`src/rtl/idiv_unit.sv`:
```
// idiv_unit: iterative restoring radix-2 integer divider.
// Produces quotient and remainder for signed or unsigned operands, one
// quotient bit per cycle. Signed operation divides the operand magnitudes
// and re-applies the signs in a final fix-up cycle. Divide by zero
// short-circuits straight to the result cycle.
module idiv_unit #(
   parameter int WIDTH = 32
) (
   input  logic             i_clk,
   input  logic             i_rst,
   input  logic             i_start,
   input  logic             i_is_signed,
   input  logic             i_flush,
   input  logic [WIDTH-1:0] i_numer,
   input  logic [WIDTH-1:0] i_denom,
   output logic             o_busy,
   output logic             o_done,
   output logic [WIDTH-1:0] o_quotient,
   output logic [WIDTH-1:0] o_remainder,
   output logic             o_div_by_zero
);

   // Counter must be able to represent WIDTH.
   localparam int CW = $clog2(WIDTH + 1);

   typedef enum logic [1:0] {
      S_IDLE = 2'd0,
      S_CALC = 2'd1,
      S_FIX  = 2'd2,
      S_DONE = 2'd3
   } state_t;

   state_t           r_state;
   state_t           w_state_next;

   logic [CW-1:0]    r_count;
   logic [WIDTH-1:0] r_prem;      // partial remainder (always < divisor)
   logic [WIDTH-1:0] r_dvd;       // dividend magnitude; quotient bits shift in at LSB
   logic [WIDTH-1:0] r_dsr;       // divisor magnitude
   logic             r_q_neg;     // quotient must be negated in FIX
   logic             r_r_neg;     // remainder must be negated in FIX
   logic [WIDTH-1:0] r_quot;
   logic [WIDTH-1:0] r_rem_out;
   logic             r_dbz;

   logic             w_idle_or_done;
   logic             w_accept;
   logic             w_denom_zero;
   logic             w_numer_neg;
   logic             w_denom_neg;
   logic [WIDTH-1:0] w_numer_mag;
   logic [WIDTH-1:0] w_denom_mag;
   logic [WIDTH:0]   w_shift;     // shifted partial remainder, one bit wider
   logic [WIDTH-1:0] w_diff;
   logic             w_ge;
   logic             w_last;

   // Request acceptance: only when idle or presenting a result, never with flush.
   assign w_idle_or_done = (r_state == S_IDLE) || (r_state == S_DONE);
   assign w_accept       = w_idle_or_done && i_start && !i_flush;
   assign w_denom_zero   = (i_denom == '0);

   // Operand signs only matter for signed requests.
   assign w_numer_neg = i_is_signed && i_numer[WIDTH-1];
   assign w_denom_neg = i_is_signed && i_denom[WIDTH-1];
   // The most negative value maps onto itself, which as an unsigned magnitude
   // is still correct (2^(WIDTH-1)), so the overflow case needs no special path.
   assign w_numer_mag = w_numer_neg ? -i_numer : i_numer;
   assign w_denom_mag = w_denom_neg ? -i_denom : i_denom;

   // One restoring step: shift in the next dividend bit, trial-subtract.
   // When the trial succeeds the true difference is below 2^WIDTH, so the low
   // WIDTH bits of the modular subtraction are exact.
   assign w_shift = {r_prem, r_dvd[WIDTH-1]};
   assign w_ge    = (w_shift >= {1'b0, r_dsr});
   assign w_diff  = w_shift[WIDTH-1:0] - r_dsr;
   assign w_last  = (r_count == CW'(WIDTH - 1));

   // State register.
   always_ff @(posedge i_clk or posedge i_rst) begin
      if (i_rst) begin
         r_state <= S_IDLE;
      end else begin
         r_state <= w_state_next;
      end
   end

   // Next-state logic; flush always wins and returns to IDLE.
   always_comb begin
      w_state_next = r_state;
      case (r_state)
         S_IDLE: begin
            if (w_accept) begin
               w_state_next = w_denom_zero ? S_DONE : S_CALC;
            end
         end
         S_CALC: begin
            if (i_flush) begin
               w_state_next = S_IDLE;
            end else if (w_last) begin
               w_state_next = S_FIX;
            end
         end
         S_FIX: begin
            w_state_next = i_flush ? S_IDLE : S_DONE;
         end
         S_DONE: begin
            if (w_accept) begin
               w_state_next = w_denom_zero ? S_DONE : S_CALC;
            end else begin
               w_state_next = S_IDLE;
            end
         end
         default: begin
            w_state_next = S_IDLE;
         end
      endcase
   end

   // Iteration datapath: operand capture on accept, one division step per CALC cycle.
   always_ff @(posedge i_clk or posedge i_rst) begin
      if (i_rst) begin
         r_count <= '0;
         r_prem  <= '0;
         r_dvd   <= '0;
         r_dsr   <= '0;
         r_q_neg <= 1'b0;
         r_r_neg <= 1'b0;
      end else if (w_accept) begin
         r_count <= '0;
         r_prem  <= '0;
         r_dvd   <= w_numer_mag;
         r_dsr   <= w_denom_mag;
         r_q_neg <= w_numer_neg ^ w_denom_neg;
         r_r_neg <= w_numer_neg;
      end else if ((r_state == S_CALC) && !i_flush) begin
         r_count <= r_count + CW'(1);
         r_prem  <= w_ge ? w_diff : w_shift[WIDTH-1:0];
         r_dvd   <= {r_dvd[WIDTH-2:0], w_ge};
      end
   end

   // Result registers: held between completions, untouched by flush.
   always_ff @(posedge i_clk or posedge i_rst) begin
      if (i_rst) begin
         r_quot    <= '0;
         r_rem_out <= '0;
         r_dbz     <= 1'b0;
      end else if (w_accept) begin
         r_dbz <= w_denom_zero;
         if (w_denom_zero) begin
            r_quot    <= '1;
            r_rem_out <= i_numer;
         end
      end else if ((r_state == S_FIX) && !i_flush) begin
         r_quot    <= r_q_neg ? -r_dvd  : r_dvd;
         r_rem_out <= r_r_neg ? -r_prem : r_prem;
      end
   end

   assign o_busy        = (r_state == S_CALC) || (r_state == S_FIX);
   assign o_done        = (r_state == S_DONE);
   assign o_quotient    = r_quot;
   assign o_remainder   = r_rem_out;
   assign o_div_by_zero = r_dbz;

endmodule

```
`config.mk`:
```
export PLATFORM = sky130hd
export DESIGN_NAME = idiv_unit
export DESIGN_NICKNAME = d
export VERILOG_FILES = /design/src/rtl/idiv_unit.sv
export SDC_FILE = /design/constraint.sdc
export NUM_CORES = 1
export LEC_CHECK = 0
export CORE_ASPECT_RATIO = 2
export CORE_MARGIN = 5
export CORE_UTILIZATION = 52
export CTS_CLUSTER_DIAMETER = 120
export DETAILED_ROUTE_END_ITERATION = 7
export GPL_TIMING_DRIVEN = 1
export PLACE_DENSITY = 0.78
export SLEW_MARGIN = 40
export SYNTH_ARGS = -nofsm -noshare
export SYNTH_HDL_FRONTEND = slang
export SYNTH_SLANG_ARGS = --single-unit
export TNS_END_PERCENT = 1
```
`constraint.sdc`:
```
create_clock -name i_clk -period 6.15 [get_ports i_clk]
set_input_delay 1.845 -clock i_clk [delete_from_list [all_inputs] [get_ports i_clk]]
set_output_delay 1.845 -clock i_clk [all_outputs]
set_load 0.02 [all_outputs]
```
* After elaboration in Yosys (flattened, before gate mapping)
Cells that the tools add are included.
** Cells by class
- Add/sub/neg operators :: 6
- $lt $le $gt $ge :: 1
- Equality and inequality tests :: 7
- Multiplexer cells :: 24
- Bitwise operators :: 1
- Reductions and logical operators :: 15
** Operator list (count)
- $mux W32 :: 15
- $neg A32 Y32 :: 4
- $ge A33 B32 Y1 :: 1
- $logic_not A32 Y1 :: 1
- $sub A32 B32 Y32 :: 1
- $mux W2 :: 6
- $mux W6 :: 2
- $pmux W2 S4 :: 1
- $add A6 B1 Y6 const B :: 1
- $eq A6 B5 Y1 const B :: 1
- $logic_and A1 B1 Y1 :: 6
- $eq A2 B2 Y1 const B :: 2
- $reduce_and A2 Y1 :: 2
- $reduce_bool A2 Y1 :: 2
- $ne A3 B3 Y1 const B :: 1
- $eq A2 B1 Y1 const B :: 1
- $logic_not A2 Y1 :: 1
- $logic_or A1 B1 Y1 :: 2
- $ne A2 B1 Y1 const B :: 1
- $ne A2 B2 Y1 const B :: 1
- $logic_not A1 Y1 :: 1
- $xor A1 B1 Y1 :: 1
** Storage, ports and cells
- Register bits :: 171
- Input port bits :: 69
- Output and inout port bits :: 67
- Logic and storage cells :: 64

* Logic depth before layout (Yosys ltp)
Gate-level depths: netlist (run 1).
- Depth in word-level cells :: 6
- Depth in mapped cells :: 13
- Gate-level depth less buffers :: 13

* Worst setup path after synthesis (run 1)
OpenSTA, ideal clock, no wires.
- Path type :: in2reg
- Start :: input port i_denom[6]
- End :: register r_rem_out[1], in the netlist o_remainder[1]
- Setup time :: 0.136 ns
- Data arrival time :: 4.004 ns
- Data required time :: 6.014 ns
- Path slack :: 2.010 ns
- Stages :: 11
- Buffers on the path :: 2
- Cells stage by stage :: or4_1 nor3_1 and2_1 nand2_1 nor3_1 and3_1 nor2_1 clkbuf_1 clkbuf_1 nand2_1 o21ai_0
** Between the ends
- Word-level cells in the longest chain between the ends :: 3
** Ends and longest elaborated chain
- start, declared :: RTL line 15 : input logic [WIDTH-1:0] i_denom,
- $logic_not A32 Y1 :: RTL line 61 : assign w_denom_zero = (i_denom == '0);
- $ne A2 B1 Y1 (no source line)
- $reduce_and A2 Y1 (no source line)
- end signal, assigned :: RTL line 153 : r_rem_out <= i_numer;
- end signal, assigned :: RTL line 157 : r_rem_out <= r_r_neg ? -r_prem : r_prem;
- end, declared :: RTL line 43 : logic [WIDTH-1:0] r_rem_out;
Every way passes these cells.
A chain may end at the register's enable or synchronous reset.

* Worst setup path in the final report (run 1)
- Start :: input port i_denom[2]
- End :: register r_rem_out[4], in the netlist o_remainder[4]
Same word-level chain as after synthesis.

==> results of run 1 <==
## final timing paths
check	startpoint	end	slack, ps	cells after the start
max	i_denom[2]	o_remainder[4]	1410	12
min	r_dsr[12]	r_dsr[12]	480	2
max reg2reg	r_prem[2]	r_prem[0]	2510	10
min reg2reg	r_dsr[12]	r_dsr[12]	480	2
max in group asynchronous	i_rst	r_r_neg	3480	4
min in group asynchronous	i_rst	o_quotient[31]	1850	3
## synth_stat cells, drive strengths merged (2+ instances only)
| master | count | area share |
|---|---|---|
| xor2 | 90 | 0.069 |
| nor2 | 129 | 0.042 |
| dfrtp | 171 | 0.37 |
| a32oi | 12 | 0.0092 |
| nand2 | 201 | 0.066 |
| or4 | 13 | 0.0095 |
| o41ai | 10 | 0.0077 |
| inv | 55 | 0.018 |
| ha | 42 | 0.046 |
| o22ai | 3 | 0.0016 |
| o21ai | 156 | 0.069 |
| nor2b | 13 | 0.0071 |
| nand2b | 13 | 0.0071 |
| a21o | 17 | 0.011 |
| a31oi | 36 | 0.020 |
| o31a | 3 | 0.0023 |
| buf | 6 | 0.0021 |
| a21oi | 128 | 0.056 |
| o21a | 6 | 0.0039 |
| and4 | 3 | 0.0023 |
| nand3 | 17 | 0.0074 |
| and2 | 8 | 0.0044 |
| nor3 | 39 | 0.017 |
| a22o | 3 | 0.0023 |
| clkbuf | 69 | 0.023 |
| xnor2 | 56 | 0.043 |
| o211ai | 9 | 0.0059 |
| nand4 | 8 | 0.0044 |
| and3 | 7 | 0.0038 |
| or3 | 16 | 0.0092 |
| o31ai | 31 | 0.020 |
| or2 | 8 | 0.0046 |
| mux2i | 9 | 0.0079 |
| nor4 | 8 | 0.0055 |
| o21bai | 2 | 0.0013 |
| a211o | 2 | 0.0015 |
| a211oi | 3 | 0.0020 |
## worst max-delay path, stage by stage
cell and delay [ps]:
clkdlybuf4s50_1 490, nor4_1 640, and2_1 260, and2_1 210, nand2_1 190, nor3_1 510
and3_1 320, nor2_4 90, buf_16 200, buf_16 160, nand2_1 70, o21ai_0 70
## cell type report
| class | instances | area [um2] |
|---|---|---|
| diodes | 3 | 7.507 |
| clock buffers | 26 | 509.2 |
| clock inverters | 6 | 60.06 |
| fillers | 1832 | 7924 |
| inverters | 55 | 210.2 |
| multi-input cells | 1115 | 6715 |
| flip-flops and latches | 171 | 4282 |
| well taps | 273 | 341.6 |
| repair buffers | 150 | 1536 |
## metrics by stage
stage               hold WS (ps)  total power, uW  instances  area, um2
floorplan                  449.8             4002       1416      11430
global placement           459.6             4909       1761      12990
detailed placement         469.4             5036       1764      13080
CTS                        483.3             6096       1796      13650
global route               500.5             6550       1799      13660
finish                     475.9             6072       1799      13660
## state kept, by name (all words and copies together) (netlist names)
| register | flops |
|---|---|
| o_quotient | 32 |
| r_prem | 32 |
| o_div_by_zero | 1 |
| r_q_neg | 1 |
| r_dvd | 32 |
| r_count | 6 |
| r_r_neg | 1 |
| r_dsr | 32 |
| o_remainder | 32 |
| r_state | 2 |
## report_power, final
group / internal, uW / leakage (uW) / switching (uW) / total, uW
combinational: 1300 / 0.00348 / 1760 / 3060
clock: 609 / 0.000276 / 441 / 1050
sequential: 1540 / 0.00216 / 423 / 1960
## per-layer routing
layer	GRT usage	up-vias
li1	-	5148
met1	0.2510	4819
met2	0.4642	283
met3	0.03462	98
met4	0.1594	0
met5	0	-
## cell families after synthesis
kind of cell	after synthesis	synth area share
and+or+nand+nor	486	0.1930
AOI/OAI and AO/OA	430	0.2209
DFF	171	0.3746
xor gates and xnor gates	146	0.1120
buffers and inverters	130	0.04283
adders and majority gates	43	0.04776
muxes	10	0.008873
==> results.json, run 1 <==
{
  "status": "finished clean",
  "setup_slack_ps": 1412,
  "drt_wl_total_um": 30500,
  "synthArstFlopShare": 1.000,
  "overflow": 0,
  "leakagePower_uw": 0.005914,
  "layout_commonest_cell": "nand2_1",
  "numClockSinks": 171,
  "cp-start-kind": "input pin",
  "ys_types": 57,
  "ctsResizeCount": 0,
  "met1_length_um": 10800,
  "vias_per_cell": 5.752,
  "vias": 10350,
  "yosysWarningCount": 0,
  "maxSlewHeadroom": 0.4826,
  "p_per_area_mw_per_mm2": 444.4,
  "dieArea_mm2": 0.02521,
  "worst_ep_required_time_ps": 6470,
  "syn2layout_area_growth_pct": 19.61,
  "wl_met3_um": 1191,
  "clk_path_buf_depth": 2,
  "maxSlewViolCount": 0,
  "drive_above_1_share": 0.04793,
  "core.rowCount": 76,
  "cts_buffers": 17,
  "grt_pass1_vias": 10400,
  "antenna_found_initial": 3,
  "drc": 0,
  "fp.dieH_um": 219.6,
  "htree_levels": 4,
  "cts_setup_buffers": 0,
  "grt_pass1_wl_um": 50230,
  "worstPathArrival_ps": 5060,
  "wire_per_inst_um": 16.95,
  "wl_met2_um": 16770,
  "highest_layer": "met4",
  "final.setup_skew_ps": 8.552,
  "port_buffers": 135,
  "antenna_left": 0,
  "syn_area_per_cell_um2": 8.067,
  "cts.hold.buffers_added": 0,
  "timing.fmax_ghz": 0.2111,
  "path_clk_slew_ps": 60,
  "clock-root-buffer": "clkbuf_16",
  "drtIter0Drc": 621,
  "clock_latency_ps": 450,
  "final.setup.tns_ps": 0,
  "synth-seq-cells": 171,
  "die_w_um": 114.8,
  "cts_tree": "built",
  "yosys_most_used_dff": "dfrtp_1",
  "finalSetupViolCount": 0,
  "grt_setup_unrepaired": "no",
  "fin_nets": 1622,
  "mappedNetlistArea_mm2": 0.01142,
  "post-route-period-util": 0.7704,
  "synth_edf_count": 0,
  "hpwlAfterDp_um": 23680,
  "synth_cells": 1416,
  "final_hold_viol_count": 0,
  "drv_cap": 0,
  "hold_class": "reg -> reg",
  "critPathCaptureType": "flip-flop",
  "period_needed_ps": 4738,
  "place_ws_ps": 1017,
  "first_pass_iters": 5,
  "final_util": 0.6329,
  "layout_common_cells": "nand2_1 (201), dfrtp_1 (169), o21ai_0 (153)",
  "seq_area_frac_synth": 0.3746,
  "max_slew.worst_pin.slew_ps": 776.1,
  "start_util": 0.5292,
  "finalWeightedCongestion": 0.9527,
  "grt_start_max_net_pins": 94,
  "syn-num-nets": 1528,
  "core_mm2": 0.02159,
  "boundaryPins": 136,
  "crit_path_max_fanout": 26,
  "peakVddDrop_mv": 0.2340,
  "worstSetupPathType": "in -> reg",
  "grt_usage": 0.2484
}
Note: power is estimated with default switching activity, not from simulation.
==> run 2, diff against run 1 <==
==> constraint.sdc (replaced) <==
create_clock -name i_clk -period 4.15 [get_ports i_clk]
set_input_delay 1.245 -clock i_clk [delete_from_list [all_inputs] [get_ports i_clk]]
set_output_delay 1.245 -clock i_clk [all_outputs]
set_load 0.02 [all_outputs]
==> run 2 against run 1 <==
Effect of this change: clock power is 77% higher; combinational power rose by 50%; flip-flop and latch count unchanged; wire length is 1.3% higher; utilization increased by 1.4 points; clock-buffer cell count decreased by 7; via count grew 1.7%; register-to-register slack worse by 1900 ps; hold slack better by 0.99 ps; clock skew about the same; sequential power increased by 48%; setup slack got worse by 940 ps; largest power group unchanged; highest routed layer unchanged.
==> results.json, run 2 (synthesized netlist as in run 1, its figures left out) <==
{
  "status": "finished clean",
  "antenna_cells": 0,
  "p_sw_frac": 0.4209,
  "r2r-end": "r_prem[26]",
  "cts_buffers": 17,
  "critPathLaunch": "i_numer[4]",
  "core_mm2": 0.02159,
  "port_buffers": 135,
  "r2r-start": "r_dvd[31]",
  "cts_tree": "built",
  "antenna_found_initial": 0,
  "final.setup.tns_ps": 0,
  "max_slew.worst_pin.slew_ps": 687.8,
  "peakVddDrop_mv": 0.4263,
  "finalPower_uw": 9349,
  "htree_levels": 4,
  "core.rowCount": 76,
  "internal-power_uw": 5413,
  "finalSetupViolCount": 0,
  "worstSetupPathType": "in -> reg",
  "start_util": 0.5292,
  "grt_usage": 0.2500,
  "power.switching_uw": 3935,
  "layout_common_cells": "nand2_1 (201), dfrtp_1 (169), o21ai_0 (153)",
  "grt_start_max_net_pins": 76,
  "wire_per_inst_um": 16.96,
  "clk_path_buf_depth": 2,
  "r2r_slack_ps": 590,
  "overflow": 0,
  "clock-root-buffer": "clkbuf_16",
  "pwr-share-seq": 0.311,
  "hpwlAfterDp_um": 24510,
  "reg2reg_depth": 13,
  "critPathCaptureType": "flip-flop",
  "layout_commonest_cell": "nand2_1",
  "path_clk_slew_ps": 70,
  "maxSlewViolCount": 0,
  "grt_pass1_vias": 10590,
  "final_hold_viol_count": 0,
  "cts_setup_buffers": 0,
  "ctsResizeCount": 0,
  "syn2layout_area_growth_pct": 22.20,
  "leakagePower_uw": 0.006090,
  "drive_above_1_share": 0.06460,
  "finalWeightedCongestion": 0.9446,
  "p_per_area_mw_per_mm2": 669.7,
  "die_w_um": 114.8,
  "final.setup_skew_ps": 8.475,
  "cts.hold.buffers_added": 0,
  "drtIter0Drc": 594,
  "drc": 0,
  "worstPathArrival_ps": 4000,
  "clkPwrFrac": 0.199,
  "crit_path_max_fanout": 4,
  "antenna_left": 0,
  "boundaryPins": 136,
  "timing.fmax_ghz": 0.2717,
  "n_fill_cell": 1781,
  "maxSlewHeadroom": 0.5404,
  "grt_setup_unrepaired": "no",
  "first_pass_iters": 5,
  "numClockSinks": 171,
  "clock_latency_ps": 440,
  "fp.dieH_um": 219.6,
  "vias_per_cell": 5.778,
  "drv_cap": 0,
  "drt_wl_total_um": 30880,
  "worstSetupEndpoint": "r_dvd[30]",
  "worst_ep_required_time_ps": 4470,
  "vias": 10520,
  "post-route-period-util": 0.8868,
  "power_frac_comb": 0.490,
  "cp-start-kind": "input pin",
  "dieArea_mm2": 0.02521,
  "fin_nets": 1647,
  "hold_class": "reg -> reg",
  "period_needed_ps": 3680,
  "grt_pass1_wl_um": 50350
}
==> run 2: cell count changes in the layout (fill, tap and decap cells not counted), moves of 3 or more <==
cell,change
diode_2,-3
buf_12,+5
buf_4,+22
bufinv_16,+5
clkbuf_8,-3
buf_16,-3
clkbuf_1,-4
==> run 2: layout make-up <==
cell class                 count  area (um2)  share of cell area
clock buffer                  19       452.9             0.03245
clock inverter                13       235.2             0.01685
inverter                      55       210.2             0.01506
multi-input combinational   1115        6703              0.4802
sequential                   171        4282              0.3067
tap                          273       341.6             0.02447
timing repair buffer         175        1734              0.1242
==> run 2: worst max-delay path: stages <==
cell and delay [ps]:
clkdlybuf4s50_1 420, or3_1 410, or4_1 520, nor3_1 230, buf_4 170, nand3_1 130
nor2b_1 210, nand2_1 100, o21ai_0 280, xor2_1 190, a21oi_1 90
==> run 2: metrics by stage <==
stage                     setup WS (ps)  instance area, um2  hold WS [ps]  instances  utilization
after floorplan                   610.3               11430         449.8       1416            -
after global placement            76.58               13250         459.5       1788       0.6140
after detailed placement          12.61               13270         469.9       1789       0.6148
after CTS                         470.6               13960         484.2       1821       0.6467
after global routing              264.3               13960         499.6       1821       0.6467
final                             469.6               13960         476.8       1821       0.6467
==> run 2: worst min path at each step <==
stage / cells past startpoint / endpoint / startpoint / slack [ps]
after global routing: 2 / r_dsr[14] / r_dsr[14] / 500
after detailed placement: 1 / o_div_by_zero / o_div_by_zero / 470
after floorplan: 2 / r_dsr[10] / r_dsr[10] / 450
final: 2 / r_dsr[5] / r_dsr[5] / 480
after global placement: 1 / o_div_by_zero / o_div_by_zero / 460
after CTS: 2 / r_dsr[21] / r_dsr[21] / 480
==> run 2: power by group through the flow <==
| stage | clock network, uW | registers, uW | logic (uW) |
|---|---|---|---|
| floorplan | 0 | 3020 | 2910 |
| global placement | 0 | 2900 | 4460 |
| detailed placement | 0 | 2930 | 4580 |
| CTS | 1870 | 2910 | 4610 |
| global route | 1950 | 3000 | 5120 |
| finish | 1860 | 2910 | 4580 |
==> run 2: routing by layer <==
metal	share of wire	up-vias	track usage
met5	0	-	0
met3	0.034	109	0.03517
met1	0.35	4949	0.2400
met2	0.56	265	0.4815
met4	0.061	0	0.1590
li1	-	5198	-
